`config.mk`:
```
export PLATFORM = sky130hd
export DESIGN_NAME = soft_error_event_logger
export DESIGN_NICKNAME = d
export VERILOG_FILES = /design/src/rtl/soft_err_pkg.sv /design/src/rtl/soft_err_event_fifo.sv /design/src/rtl/soft_error_event_logger.sv
export SDC_FILE = /design/constraint.sdc
export NUM_CORES = 1
export LEC_CHECK = 0
export CELL_PAD_IN_SITES_DETAIL_PLACEMENT = 2
export CELL_PAD_IN_SITES_GLOBAL_PLACEMENT = 2
export CORE_AREA = 4 4 159 146
export CTS_CLUSTER_DIAMETER = 40
export DETAILED_ROUTE_END_ITERATION = 6
export DIE_AREA = 0 0 163 150
export GPL_TIMING_DRIVEN = 0
export PLACE_DENSITY_LB_ADDON = 0.1
export REMOVE_ABC_BUFFERS = 1
export SYNTH_ARGS = -nofsm -noshare
export SYNTH_HDL_FRONTEND = slang
export SYNTH_HIERARCHICAL = 1
export SYNTH_SLANG_ARGS = --single-unit
```
`constraint.sdc`:
```
create_clock -name i_clk -period 11.2 [get_ports i_clk]
set_input_delay 1.68 -clock i_clk [delete_from_list [all_inputs] [get_ports i_clk]]
set_output_delay 1.68 -clock i_clk [all_outputs]
set_load 0.005 [all_outputs]
```
`src/rtl/soft_err_pkg.sv`:
```
// soft_err_pkg -- shared definitions for the soft-error event logger.
// Holds the event type encodings, default parameter values and the helper
// that turns the per-channel rising-edge flags into an event type.
package soft_err_pkg;

    localparam int DEF_FIFO_DEPTH = 8;
    localparam int DEF_TS_WIDTH   = 24;
    localparam int DEF_CNT_WIDTH  = 16;

    // Event type: bit1 = channel B, bit0 = channel A.
    typedef enum logic [1:0] {
        TYPE_NONE = 2'b00,
        TYPE_A    = 2'b01,
        TYPE_B    = 2'b10,
        TYPE_AB   = 2'b11
    } evt_type_e;

    // Coincident edges on both channels collapse into one TYPE_AB event.
    function automatic evt_type_e encode_type(input logic rise_a, input logic rise_b);
        case ({rise_b, rise_a})
            2'b01:   return TYPE_A;
            2'b10:   return TYPE_B;
            2'b11:   return TYPE_AB;
            default: return TYPE_NONE;
        endcase
    endfunction

endpackage

```
`src/rtl/soft_err_event_fifo.sv`:
```
// soft_err_event_fifo -- synchronous first-word-fall-through event queue.
// Ports:
//   clk, rst     : clock, synchronous active-high reset
//   flush        : synchronous empty of the queue (pointers and count)
//   push, wdata  : write request and entry; honoured when not full, or when
//                  full and a pop happens in the same cycle
//   pop          : remove the head entry (ignored while empty)
//   rdata        : head entry, valid whenever empty is low
//   full, empty  : occupancy flags derived from the registered count
module soft_err_event_fifo
    import soft_err_pkg::*;
#(
    parameter int DEPTH = DEF_FIFO_DEPTH,
    parameter int WIDTH = 2 + DEF_TS_WIDTH
) (
    input  logic             clk,
    input  logic             rst,
    input  logic             flush,
    input  logic             push,
    input  logic [WIDTH-1:0] wdata,
    input  logic             pop,
    output logic [WIDTH-1:0] rdata,
    output logic             full,
    output logic             empty
);

    localparam int AW = (DEPTH > 1) ? $clog2(DEPTH) : 1;

    logic [WIDTH-1:0] mem_r [DEPTH];
    logic [AW-1:0]    wr_ptr_r;
    logic [AW-1:0]    rd_ptr_r;
    logic [AW:0]      count_r;
    logic             push_ok_s;
    logic             pop_ok_s;

    // Full-and-popping frees a slot this cycle, so the push may proceed.
    always_comb begin
        pop_ok_s  = pop & ~empty;
        push_ok_s = push & (~full | pop_ok_s);
    end

    assign full  = (count_r == (AW + 1)'(DEPTH));
    assign empty = (count_r == (AW + 1)'(0));
    assign rdata = mem_r[rd_ptr_r];

    // Pointer and occupancy bookkeeping; pointers wrap naturally (power-of-two depth).
    always_ff @(posedge clk) begin
        if (rst || flush) begin
            wr_ptr_r <= {AW{1'b0}};
            rd_ptr_r <= {AW{1'b0}};
            count_r  <= {(AW + 1){1'b0}};
        end else begin
            if (push_ok_s) begin
                wr_ptr_r <= wr_ptr_r + AW'(1);
            end
            if (pop_ok_s) begin
                rd_ptr_r <= rd_ptr_r + AW'(1);
            end
            case ({push_ok_s, pop_ok_s})
                2'b10:   count_r <= count_r + (AW + 1)'(1);
                2'b01:   count_r <= count_r - (AW + 1)'(1);
                default: count_r <= count_r;
            endcase
        end
    end

    // Storage array; contents behind the pointers need no reset.
    always_ff @(posedge clk) begin
        if (push_ok_s && !flush) begin
            mem_r[wr_ptr_r] <= wdata;
        end
    end

endmodule

```
`src/rtl/soft_error_event_logger.sv`:
```
// soft_error_event_logger -- detects rising edges on two soft-error detector
// channels, counts them per channel (saturating) and queues time-stamped events.
// Ports:
//   i_clk, i_rst          : clock, synchronous active-high reset
//   error_A, error_B      : detector error levels (synchronous to i_clk)
//   i_clear               : one-cycle clear of counters, overflow flag and queue
//   o_evt_valid/i_evt_ready/o_evt_data : event stream {type[1:0], timestamp}
//   o_cnt_A, o_cnt_B      : saturating rising-edge counts
//   o_overflow            : sticky, an event was dropped on a full queue
// Build option: define SOFT_ERR_LOG_TIMESTAMP_EN to include the free-running
// timestamp counter; otherwise the timestamp field reads as zero.
module soft_error_event_logger
    import soft_err_pkg::*;
#(
    parameter int FIFO_DEPTH = DEF_FIFO_DEPTH,
    parameter int TS_WIDTH   = DEF_TS_WIDTH,
    parameter int CNT_WIDTH  = DEF_CNT_WIDTH
) (
    input  logic                  i_clk,
    input  logic                  i_rst,
    input  logic                  error_A,
    input  logic                  error_B,
    input  logic                  i_clear,
    output logic                  o_evt_valid,
    input  logic                  i_evt_ready,
    output logic [TS_WIDTH+1:0]   o_evt_data,
    output logic [CNT_WIDTH-1:0]  o_cnt_A,
    output logic [CNT_WIDTH-1:0]  o_cnt_B,
    output logic                  o_overflow
);

    localparam int DW = 2 + TS_WIDTH;
    localparam logic [CNT_WIDTH-1:0] CNT_MAX = {CNT_WIDTH{1'b1}};

    logic                 prev_a_r;
    logic                 prev_b_r;
    logic                 rise_a_s;
    logic                 rise_b_s;
    logic                 push_s;
    logic                 drop_s;
    evt_type_e            evt_type_s;
    logic [TS_WIDTH-1:0]  ts_s;
    logic [DW-1:0]        wdata_s;
    logic [DW-1:0]        rdata_s;
    logic                 full_s;
    logic                 empty_s;
    logic [CNT_WIDTH-1:0] cnt_a_r;
    logic [CNT_WIDTH-1:0] cnt_b_r;
    logic                 ovf_r;

`ifdef SOFT_ERR_LOG_TIMESTAMP_EN
    logic [TS_WIDTH-1:0] ts_r;

    // Free-running timestamp; wraps from all-ones to zero, not affected by i_clear.
    always_ff @(posedge i_clk) begin
        if (i_rst) begin
            ts_r <= {TS_WIDTH{1'b0}};
        end else begin
            ts_r <= ts_r + TS_WIDTH'(1);
        end
    end
    assign ts_s = ts_r;
`else
    assign ts_s = {TS_WIDTH{1'b0}};
`endif

    // Previous-sample registers; cleared to 0 so a level already high after reset is an edge.
    always_ff @(posedge i_clk) begin
        if (i_rst) begin
            prev_a_r <= 1'b0;
            prev_b_r <= 1'b0;
        end else begin
            prev_a_r <= error_A;
            prev_b_r <= error_B;
        end
    end

    // Edge detection and event formation; edges seen during i_clear are discarded.
    always_comb begin
        rise_a_s   = error_A & ~prev_a_r & ~i_clear;
        rise_b_s   = error_B & ~prev_b_r & ~i_clear;
        evt_type_s = encode_type(rise_a_s, rise_b_s);
        push_s     = rise_a_s | rise_b_s;
        wdata_s    = {evt_type_s, ts_s};
        // A full queue only loses the event if the head is not leaving this cycle.
        drop_s     = push_s & full_s & ~i_evt_ready;
    end

    soft_err_event_fifo #(
        .DEPTH (FIFO_DEPTH),
        .WIDTH (DW)
    ) u_fifo (
        .clk   (i_clk),
        .rst   (i_rst),
        .flush (i_clear),
        .push  (push_s),
        .wdata (wdata_s),
        .pop   (i_evt_ready),
        .rdata (rdata_s),
        .full  (full_s),
        .empty (empty_s)
    );

    // Saturating per-channel counters and sticky overflow flag.
    always_ff @(posedge i_clk) begin
        if (i_rst || i_clear) begin
            cnt_a_r <= {CNT_WIDTH{1'b0}};
            cnt_b_r <= {CNT_WIDTH{1'b0}};
            ovf_r   <= 1'b0;
        end else begin
            if (rise_a_s && (cnt_a_r != CNT_MAX)) begin
                cnt_a_r <= cnt_a_r + CNT_WIDTH'(1);
            end
            if (rise_b_s && (cnt_b_r != CNT_MAX)) begin
                cnt_b_r <= cnt_b_r + CNT_WIDTH'(1);
            end
            if (drop_s) begin
                ovf_r <= 1'b1;
            end
        end
    end

    // Head data is masked while empty so stale storage never appears on the port.
    always_comb begin
        o_evt_valid = ~empty_s;
        if (empty_s) begin
            o_evt_data = {DW{1'b0}};
        end else begin
            o_evt_data = rdata_s;
        end
    end

    assign o_cnt_A    = cnt_a_r;
    assign o_cnt_B    = cnt_b_r;
    assign o_overflow = ovf_r;

endmodule

```
==> summary.txt, run 1 <==
CTS buffer count: 37
Post_cts resized: 0
Avg Cell Area, Syn: 16.8 um^2
Root Buffer Master: clkbuf_16
Die X: 163 um
Top Ports: 66
Die height: 150 um
Initial Util: 49.4%
Port Buffers: 65
Final Wtd Congestion: 0.757
FFs w/ async S/R, synth: 0%
CTS H-tree depth: 2
Cell area after synthesis: 10600 um^2
Tool error: [ERROR DPL-0033] detailed placement checks failed during check placement.
Post-synthesis sequential area ratio: 68.1%
CTS Buffer Depth: 3
Post-CTS Hold Fix Bufs: 0
Yosys warns: 6
Num rows: 51
Top_reg_cell synth: edfxtp_1
Unique masters post-synth: 54
Number of flops mapped to enable cells by yosys: 208
# Post-CTS Setup Buffers: 0
Gate count of the mapped netlist: 629
Clk sinks: 256
DP Cell Count: 1167
Stop stage: clock tree synthesis
HPWL Detailed: 22500 um
Synthesis-stage register bit count: 256
Status: aborted with a tool error
[synthesized netlist by cell type, types with 2 or more instances]
| cell | instances | share of area, % |
|---|---|---|
| o21ai_0 | 14 | 0.66 |
| xor2_1 | 4 | 0.33 |
| nor4bb_1 | 2 | 0.19 |
| nor2b_1 | 28 | 1.7 |
| edfxtp_1 | 208 | 59 |
| and4_1 | 4 | 0.33 |
| mux2i_1 | 5 | 0.47 |
| nor3_1 | 7 | 0.33 |
| and2_1 | 4 | 0.24 |
| o211ai_1 | 5 | 0.35 |
| xnor2_1 | 3 | 0.25 |
| mux4_1 | 18 | 4.5 |
| clkbuf_1 | 16 | 0.57 |
| nand4_1 | 14 | 0.83 |
| nand2_1 | 14 | 0.50 |
| buf_2 | 3 | 0.14 |
| a41o_1 | 3 | 0.28 |
| buf_6 | 7 | 0.74 |
| dfxtp_1 | 48 | 9.1 |
| nand2b_1 | 2 | 0.12 |
| a21oi_1 | 25 | 1.2 |
| mux4_2 | 34 | 7.2 |
| o31ai_1 | 12 | 0.85 |
| and3_1 | 2 | 0.12 |
| inv_1 | 9 | 0.32 |
| buf_1 | 2 | 0.071 |
| o21bai_1 | 2 | 0.14 |
| or3b_4 | 2 | 0.21 |
| mux2_2 | 26 | 2.8 |
| or3_1 | 10 | 0.59 |
| a31oi_1 | 6 | 0.35 |
| ha_1 | 6 | 0.71 |
| nor4_1 | 8 | 0.47 |
| nand3b_1 | 2 | 0.14 |
| or2_2 | 6 | 0.35 |
| nand3_1 | 13 | 0.61 |
| clkbuf_2 | 2 | 0.095 |
| or4_1 | 14 | 0.99 |
| nor2_1 | 24 | 0.85 |
[metrics by stage]
stage,hold slack (ps),area [um^2],setup slack (ps),util (%)
after detailed placement,471,12500,5770,58.3
after global placement,457,12100,1660,56.7
after floorplan,461,11100,5380,-
[kinds of logic after synthesis]
family          synth area share, %
flops                          68.1
compound gates                 4.59
other cells                  0.0354
xor+xnor                      0.579
mux                            14.9
simple gates                   8.91
buf+inv                        1.97
fa+ha+maj                     0.898
==> inputs of run 2 (changes only) <==
--- a/config.mk
+++ b/config.mk
@@ -5,14 +5,11 @@
 export SDC_FILE = /design/constraint.sdc
 export NUM_CORES = 1
 export LEC_CHECK = 0
-export CELL_PAD_IN_SITES_DETAIL_PLACEMENT = 2
-export CELL_PAD_IN_SITES_GLOBAL_PLACEMENT = 2
-export CORE_AREA = 4 4 159 146
-export CTS_CLUSTER_DIAMETER = 40
+export CORE_AREA = 4 4 168 170
 export DETAILED_ROUTE_END_ITERATION = 6
-export DIE_AREA = 0 0 163 150
+export DIE_AREA = 0 0 172 174
 export GPL_TIMING_DRIVEN = 0
-export PLACE_DENSITY_LB_ADDON = 0.1
+export PLACE_DENSITY_LB_ADDON = 0.15
 export REMOVE_ABC_BUFFERS = 1
 export SYNTH_ARGS = -nofsm -noshare
 export SYNTH_HDL_FRONTEND = slang
==> run 2 against run 1 <==
Against the previous run:
- the run now ends clean
- synthesized cell count unchanged
- synthesized area unchanged
==> summary.txt, run 2 <==
Final min period: 4660 ps
Setup crit end kind: flip-flop
FFs w/ async S/R, synth: 0% (unchanged)
Diode count: 0
HPWL Detailed: 12800 um (was 22500 um)
Avg Cell Area, Syn: 16.8 um^2 (unchanged)
Routed vias/inst: 4.67
R2R Path Start: prev_a_r
Slew headroom: 33.8%
Synthesis-stage register bit count: 256 (unchanged)
Total Routing Usage GR: 14.1%
Final setup fails: 0
Max FFs per register: 208
Worst-Margin Slew: 984 ps
Fillers: 2276
Leading post-synthesis cells by cell area: edfxtp_1, dfxtp_1, mux4_2, mux4_1, mux2_2 (unchanged)
Critical R2R Capture: u_fifo/mem_r[4][13]
First-pass GRT wire length: 33500 um
Die height: 174 um (was 150 um)
Cell area after synthesis: 10600 um^2 (unchanged)
Post-synthesis sequential area ratio: 68.1% (unchanged)
Number of global-route vias before repair: 6185
Worst Path Buf+Inv: 4
Routed wire per std cell: 16.1 um
Most frequent cell after synthesis: edfxtp_1 (unchanged)
NetSw: 417 uW
Hold path depth: 1
Sw frac: 19.7%
HP Class: reg -> reg
Max IR drop VDD: 0.0000924 V
Max stage delay on crit path: 630 ps
NumNets Final: 921
Pleak: 0.00463 uW
Top Ports: 66 (unchanged)
Critical Path AT: 4910 ps
Largest net degree at the start of global routing: 53
1st-pass router iterations: 4
Root Buffer Master: clkbuf_16 (unchanged)
Max-cap violations: 0
Port Buffers: 65 (unchanged)
Leading area contributor after synthesis: edfxtp_1 (unchanged)
Layout cells sized above 1: 16.7%
Gate count of the mapped netlist: 629 (unchanged)
CTS buffer count: 28 (was 37)
CTS H-tree depth: 1 (was 2)
Clk sinks: 256 (unchanged)
Yosys warns: 6 (unchanged)
Clk_skew: 12.0 ps
CTS tree: done
Die ar.: 29900 um^2
Part of the power in combinational logic: 4.5%
Die X: 172 um (was 163 um)
Setup TNS: 0 ps
Part of the cycle the worst path needs: 41.6%
Reg2Reg Setup Slack: 8140 ps
Initial detailed-routing violation count: 285
Multi-input logic area: 3950 um^2
R2R depth: 7
Initial Util: 39.6% (was 49.4%)
Core area: 26700 um^2
# Post-CTS Setup Buffers: 0 (unchanged)
Storage cell area: 7220 um^2
Initial antenna violation count: 0
Number of flops mapped to enable cells by yosys: 208 (unchanged)
Most frequent cells after synthesis: edfxtp_1, dfxtp_1, mux4_2 (unchanged)
Final-report hold violation count: 0
Internal power: 1700 uW
Pins Over Slew Limit: 0
Cell Pwr Density: 156 nW/um^2
Worst Setup Start Kind: input pin
Crit-path leading delay family: simple AND/OR/NAND/NOR gates
Max frequency: 214 MHz
Final wirelength: 20500 um
CTS Buffer Depth: 3 (unchanged)
DRT antenna net count: 0
Share of the synthesized area in the top cell type: 59.0% (unchanged)
Final Wtd Congestion: 0.733 (was 0.757)
Clock Pin Slew Worst Setup and Hold Paths: 60 ps
Commonest non-fill, non-tap cell in the layout: edfxtp_1
Most flops, register: u_fifo/mem_r
CP max stage cell: clkdlybuf4s50_1
Residual DRC: 0
Most frequent cells in the layout: edfxtp_1, conb_1, clkdlybuf4s50_1
Status: complete, no violations (was aborted with a tool error)
Crit-path cells: clkdlybuf4s50_1, or3b_4, nand2_1, o211ai_1, nor4_2, buf_4, buf_4, buf_4
Post-CTS Hold Fix Bufs: 0 (unchanged)
Hold worst-path end: o_cnt_A[11]
Post_cts resized: 0 (unchanged)
Most frequent CP cell: buf_4
CP max FO: 13
Reg power frac: 49.1%
Util after Layout: 50.8%
CP Launch Point: i_clear
GRT overflow: 0
Worst-Skew Late Latency: 530 ps
Unique masters post-synth: 54 (unchanged)
Top_reg_cell synth: edfxtp_1 (unchanged)
Area delta synth->final: 28.2%
Routed via count: 5932
Num rows: 60 (was 51)
RSZ-0062 raised after global routing: no
Setup CP Type: in -> reg
Clock network fraction of design power: 46.4%
CP required: 11450 ps
Min-delay src: o_cnt_A[11]
[run 2: cell counts after synthesis]
No cell type changed its count.
[run 2: worst max path at each step]
stage,to,slack (ps),cells past startpoint
floorplan,u_fifo/mem_r[0][0],5380,4
global placement,u_fifo/mem_r[4][11],1590,5
detailed placement,u_fifo/mem_r[4][11],5900,8
CTS,u_fifo/mem_r[4][13],6480,8
global route,u_fifo/mem_r[4][13],6320,8
finish,u_fifo/mem_r[4][13],6540,8
[run 2: metrics by stage]
step	hold slack [ps]	total power, uW	std cells	area (um^2)	setup slack (ps)
after CTS	482	2150	1271	13600	6480
after global routing	520	2200	1271	13600	6320
final	488	2120	1271	13600	6540
after floorplan	461	1120	790	11100	5380
after global placement	460	1160	1196	12200	1590
after detailed placement	458	1160	1219	12600	5900
[run 2: routing by layer]
metal,global-route usage [%],up-vias,routed length (um)
li1,-,2920,-
met1,20.2,2868,9410
met2,22.6,117,9770
met3,2.66,27,970
met4,3.11,0,331
met5,0,-,0
[run 2: area by class of cell]
type,instances,share of cell area [%]
Tap cell,341,3.14
Inverter,10,0.277
Clock buffer,36,5.61
Multi-Input combinational cell,524,29.1
Sequential cell,256,53.2
Timing Repair Buffer,88,6.85
Clock inverter,16,1.83
[run 2: kinds of logic after synthesis]
family	after synthesis	synth area share, %
AND/OR/NAND/NOR	160	8.91
AO/OA/AOI/OAI	75	4.59
multiplexers	83	14.9
flip-flops	256	68.1
other	1	0.0354
buffers and inverters	40	1.97
XOR/XNOR	7	0.579
adder cells (fa/ha/maj)	7	0.898
[run 2: power groups by stage]
stage	Sequential, uW	Clock [uW]	Combinational (uW)
4_1_cts	1040	1010	97.1
3_3_place_gp	1070	0	90.8
3_5_place_dp	1060	0	96.8
5_1_grt	1040	1050	109
2_1_floorplan	1060	0	53.6
6_report	1040	981	95.7
[run 2: worst reg2reg max path, cell delays in order (launching register included)]
cell and delay, ps:
dfxtp_1 300, or3b_4 460, nand2_1 400, o211ai_1 440, nor4_2 570, buf_4 280, buf_4 170, buf_4 160
(Power assumes the default switching activity.)
